[src/rtl/sha256_msg_padder.sv]
// sha256_msg_padder: streams message words into hasher memory, appends SHA-256
// padding and length, then starts the hasher and waits for it to finish.
module sha256_msg_padder #(
    parameter int MAX_BLOCKS = 2
) (
    input  logic        clk,
    input  logic        reset,
    input  logic [15:0] base_addr,
    input  logic        in_valid,
    output logic        in_ready,
    input  logic [31:0] in_data,
    input  logic        in_last,
    output logic        mem_we,
    output logic [15:0] mem_addr,
    output logic [31:0] mem_write_data,
    output logic        hash_start,
    output logic [7:0]  num_blocks,
    input  logic        hash_done,
    output logic        busy,
    output logic        overflow
);
    localparam logic [15:0] CAP = 16'(16 * MAX_BLOCKS - 3);

    typedef enum logic [2:0] {IDLE, LOAD, PAD, START, WAIT} state_t;

    state_t      state_q, state_d;
    logic [15:0] base_q, base_d, n_q, n_d, idx_q, idx_d;
    logic [15:0] addr_q, addr_d, last_idx;
    logic [31:0] data_q, data_d;
    logic [7:0]  nb_q, nb_d, blocks;
    logic        we_q, we_d, start_q, start_d, busy_q, busy_d, ovf_q, ovf_d;
    logic        hs;

    assign in_ready       = (state_q == IDLE || state_q == LOAD) && !reset;
    assign hs             = in_valid && in_ready;
    // Blocks needed for N words plus marker and 64-bit length: ceil((N+3)/16).
    assign blocks         = 8'((n_q + 16'd18) >> 4);
    assign last_idx       = {4'b0, blocks, 4'b0} - 16'd1;
    assign mem_we         = we_q;
    assign mem_addr       = addr_q;
    assign mem_write_data = data_q;
    assign hash_start     = start_q;
    assign num_blocks     = nb_q;
    assign busy           = busy_q;
    assign overflow       = ovf_q;

    always_comb begin
        state_d = state_q;
        base_d  = base_q;
        n_d     = n_q;
        idx_d   = idx_q;
        addr_d  = addr_q;
        data_d  = data_q;
        nb_d    = nb_q;
        busy_d  = busy_q;
        ovf_d   = ovf_q;
        we_d    = 1'b0;
        start_d = 1'b0;
        case (state_q)
            IDLE: if (hs) begin
                base_d  = base_addr;
                n_d     = 16'd1;
                idx_d   = 16'd1;
                ovf_d   = 1'b0;
                busy_d  = 1'b1;
                we_d    = 1'b1;
                addr_d  = base_addr;
                data_d  = in_data;
                state_d = in_last ? PAD : LOAD;
            end
            LOAD: if (hs) begin
                if (n_q == CAP) begin
                    ovf_d = 1'b1;
                end else begin
                    we_d   = 1'b1;
                    addr_d = base_q + n_q;
                    data_d = in_data;
                    n_d    = n_q + 16'd1;
                    idx_d  = n_q + 16'd1;
                end
                if (in_last) state_d = PAD;
            end
            PAD: begin
                we_d    = 1'b1;
                addr_d  = base_q + idx_q;
                data_d  = idx_q == n_q      ? 32'h8000_0000 :
                          idx_q == last_idx ? {11'b0, n_q, 5'b0} : 32'h0;
                idx_d   = idx_q + 16'd1;
                state_d = idx_q == last_idx ? START : PAD;
            end
            START: begin
                start_d = 1'b1;
                nb_d    = blocks;
                state_d = WAIT;
            end
            WAIT: if (hash_done) begin
                busy_d  = 1'b0;
                state_d = IDLE;
            end
            default: state_d = IDLE;
        endcase
    end

    always_ff @(posedge clk or posedge reset) begin
        if (reset) begin
            state_q <= IDLE;
            base_q  <= '0;
            n_q     <= '0;
            idx_q   <= '0;
            addr_q  <= '0;
            data_q  <= '0;
            nb_q    <= '0;
            we_q    <= 1'b0;
            start_q <= 1'b0;
            busy_q  <= 1'b0;
            ovf_q   <= 1'b0;
        end else begin
            state_q <= state_d;
            base_q  <= base_d;
            n_q     <= n_d;
            idx_q   <= idx_d;
            addr_q  <= addr_d;
            data_q  <= data_d;
            nb_q    <= nb_d;
            we_q    <= we_d;
            start_q <= start_d;
            busy_q  <= busy_d;
            ovf_q   <= ovf_d;
        end
    end
endmodule

[config.mk]
export PLATFORM = sky130hd
export DESIGN_NAME = sha256_msg_padder
export DESIGN_NICKNAME = d
export VERILOG_FILES = /design/src/rtl/sha256_msg_padder.sv
export SDC_FILE = /design/constraint.sdc
export NUM_CORES = 1
export LEC_CHECK = 0
export CORE_MARGIN = 2
export CORE_UTILIZATION = 58
export DETAILED_ROUTE_END_ITERATION = 10
export PLACE_DENSITY_LB_ADDON = 0.05
export RECOVER_POWER = 100
export SYNTH_ARGS = -nofsm -noshare
export SYNTH_HDL_FRONTEND = slang
export SYNTH_SLANG_ARGS = --single-unit
export TNS_END_PERCENT = 30
[constraint.sdc]
create_clock -name clk -period 8.7 [get_ports clk]
set_input_delay 1.74 -clock clk [delete_from_list [all_inputs] [get_ports clk]]
set_output_delay 1.74 -clock clk [all_outputs]
set_load 0.01 [all_outputs]
==> results.json <==
{
  "core_um2": 11300,
  "status": "finished with violations",
  "grt_use_total_pct": 30.2,
  "violations": "capacitance limit, slew limit",
  "io_pins": 114,
  "postSynthAreaPerCell_um2": 8.46,
  "clock.fmax_ghz": 0.167,
  "die_w_um": 111,
  "critPathKind": "input port to register",
  "syn_area_um2": 6670,
  "synth_top_area_share_pct": 41.6,
  "hold_buffers": 0,
  "drive_above_1_share_pct": 2.89,
  "via_per_inst": 6.01,
  "cts.clk_slew.worst_paths_ns": 0.07,
  "clockBufferDepth": 2,
  "hold_viol": 0,
  "vias": 6050,
  "synth_top_family_by_area": "simple AND/OR/NAND/NOR gates",
  "period_share_pct": 69.0,
  "firstDrtPassIters": 5,
  "cts.sinks": 111,
  "async_flop_share_pct": 100,
  "synth_cell_type_count": 60,
  "rsz0062_at_grt": "no",
  "synth_compound_area_share_pct": 18.2,
  "antenna_found_initial": 0,
  "cap_violations": 1,
  "area_growth_pct": 20.1,
  "synth_edf_count": 0,
  "dp_cells": 993,
  "cts-root-buf": "clkbuf_16",
  "synth_mux_area_share_pct": 3.19,
  "leakage_nw": 3.67,
  "cts_tree": "built",
  "gr-total-overflow": 0,
  "required_ns": 8.99,
  "drc": 0,
  "final_nets": 934,
  "cts_made_buffers": 9,
  "synth-xor-area-share_pct": 7.33,
  "crit_path_max_fanout": 30,
  "yosys_warnings": 0,
  "antenna_cells": 0,
  "slew_headroom_pct": -121,
  "fin_cells": 1007,
  "min_path_type": "register to register",
  "drt-wirelength-per-cell_um": 17.9,
  "synth.area.top_cells": "dfrtp_1, nand2_1, xor2_1",
  "tns_ns": 0,
  "routed_wl_um": 18100,
  "io_buffers": 113,
  "place.gp.congestion": 0.903,
  "synthAdderAreaFrac_pct": 3.86,
  "grt_pass1_wl_um": 30000,
  "grt_max_degree": 82,
  "fin_crit_ns": 6.01,
  "synth-simple-area-share_pct": 21.6,
  "worst_pin_slew_ns": 3.32,
  "post_cts_buffers": 0,
  "synth_area_leader_cell": "dfrtp_1",
  "crit_path_end_kind": "register",
  "cp.arrival_ns": 6.30,
  "dpl.hpwl_um": 12600,
  "htreeDepth": 3,
  "grt_pass1_vias": 5869,
  "rows": 39,
  "die_y_um": 111,
  "initial_utilization_pct": 58.9,
  "fin_area_um2": 8010,
  "start_kind": "input port",
  "clkLatencyLatePin_ns": 0.36,
  "power.density_nw_per_um2": 274,
  "yosysSeqAreaShare_pct": 41.6,
  "slew_violations": 70,
  "ys_ff_latch": 111,
  "synth_cells": 789,
  "die_area_um2": 12400,
  "setup_viol": 0,
  "clock_skew_ns": 0.0110,
  "placed_area_um2": 7780,
  "synth_fp_nets": 862,
  "drtIter0Drc": 492,
  "synthFlopType": "dfrtp_1",
  "peakVddDrop_mv": 0.237,
  "cts_resized": 0,
  "ant_nets": 0
}
[through the flow]
step	hold WS (ns)	power, W	util, %	worst slack [ns]
3_3_place_gp	0.457	0.00181	68.8	3.88
5_1_grt	0.502	0.00234	70.8	2.29
4_1_cts	0.487	0.00225	71.0	3.87
6_report	0.473	0.00219	70.8	2.69
3_5_place_dp	0.472	0.00186	68.8	3.63
2_1_floorplan	0.452	0.00143	-	4.03
[state kept, by name, summed over array words and instances, names as in the netlist]
signal	cells
mem_addr	16
base_q	16
mem_write_data	32
overflow	1
hash_start	1
n_q	16
idx_q	16
num_blocks	8
busy	1
mem_we	1
state_q	3
[worst max-delay path: stages]
cell           delay, ns
dlygate4sd3_1       0.58
nor3_1              0.24
and2_0              0.42
o41a_1              0.22
clkbuf_1            0.94
nor2_1              0.12
clkbuf_1            0.61
nor2_1              1.11
nand2_1             0.18
nand3_1             0.14
[placed cells by master (no fill, tap or decap), types with 7 or more instances in the layout]
cell type and instances:
ha_1 19, xor2_1 31, clkbuf_16 9, nand2_1 199, nor2_1 48, mux2i_1 19
clkdlybuf4s50_1 50, a21oi_1 54, o2bb2ai_1 16, dlygate4sd3_1 63, nor3_1 14, a31oi_1 17
and3_1 8, nand4_1 7, xnor2_1 23, dfrtp_1 111, nand3_1 18, o21ai_0 52
[area by class of cell]
class                   count  area [um2]
clock buffers              10         229
clock inverters             4        23.8
fillers                   917        3310
inverters                   6        23.8
multi-input cells         615        3620
flip-flops and latches    111        2780
well taps                 143         179
repair buffers            118        1160
[worst paths after layout]
check	startpoint	to	slack (ns)	depth (start not counted)
setup / recovery	reset	mem_addr[7]$_DFFE_PP0P_	2.69	10
hold / removal	num_blocks[4]$_DFFE_PP0P_	num_blocks[4]$_DFFE_PP0P_	0.47	2
setup reg to reg	n_q[7]$_DFFE_PP0P_	mem_addr[14]$_DFFE_PP0P_	3.88	8
hold reg to reg	num_blocks[4]$_DFFE_PP0P_	num_blocks[4]$_DFFE_PP0P_	0.47	2
max in group asynchronous	reset	num_blocks[0]$_DFFE_PP0P_	4.90	3
min in group asynchronous	reset	mem_addr[9]$_DFFE_PP0P_	2.17	2
[layer usage]
layer	vias up	global-route usage, %	share of wire [%]
met2	226	49.5	49
met4	0	9.71	1.8
met1	2917	41.5	42
li1	2883	-	-
met3	24	4.65	6.7
met5	-	0	0
[cell families after synthesis]
logic type,count (synthesis)
buf+inv,63
simple gates,329
fa+ha+maj,20
mux,21
compound gates,190
xor+xnor,55
flops,111
[Yosys cell counts, types with 6 or more instances]
cell type	n
nor2_1	49
o2bb2ai_1	16
nand4_1	7
a21oi_1	54
nor4_1	6
ha_1	19
nand2_1	199
a21o_1	6
xnor2_1	23
xor2_1	31
or3_1	6
mux2i_1	19
and3_1	8
buf_2	15
nor3_1	13
a31oi_1	16
o21a_1	6
o31ai_1	6
dfrtp_1	111
clkbuf_1	37
nand3_1	18
o21ai_0	52
[report_power, final]
group | total [W] | switching (W) | internal, W
registers | 0.000813 | 0.000129 | 0.000684
clock network | 0.000374 | 0.000183 | 0.000191
logic | 0.00101 | 0.000581 | 0.000425
total | 0.00219 | 0.000893 | 0.00130
(Power assumes the default switching activity.)
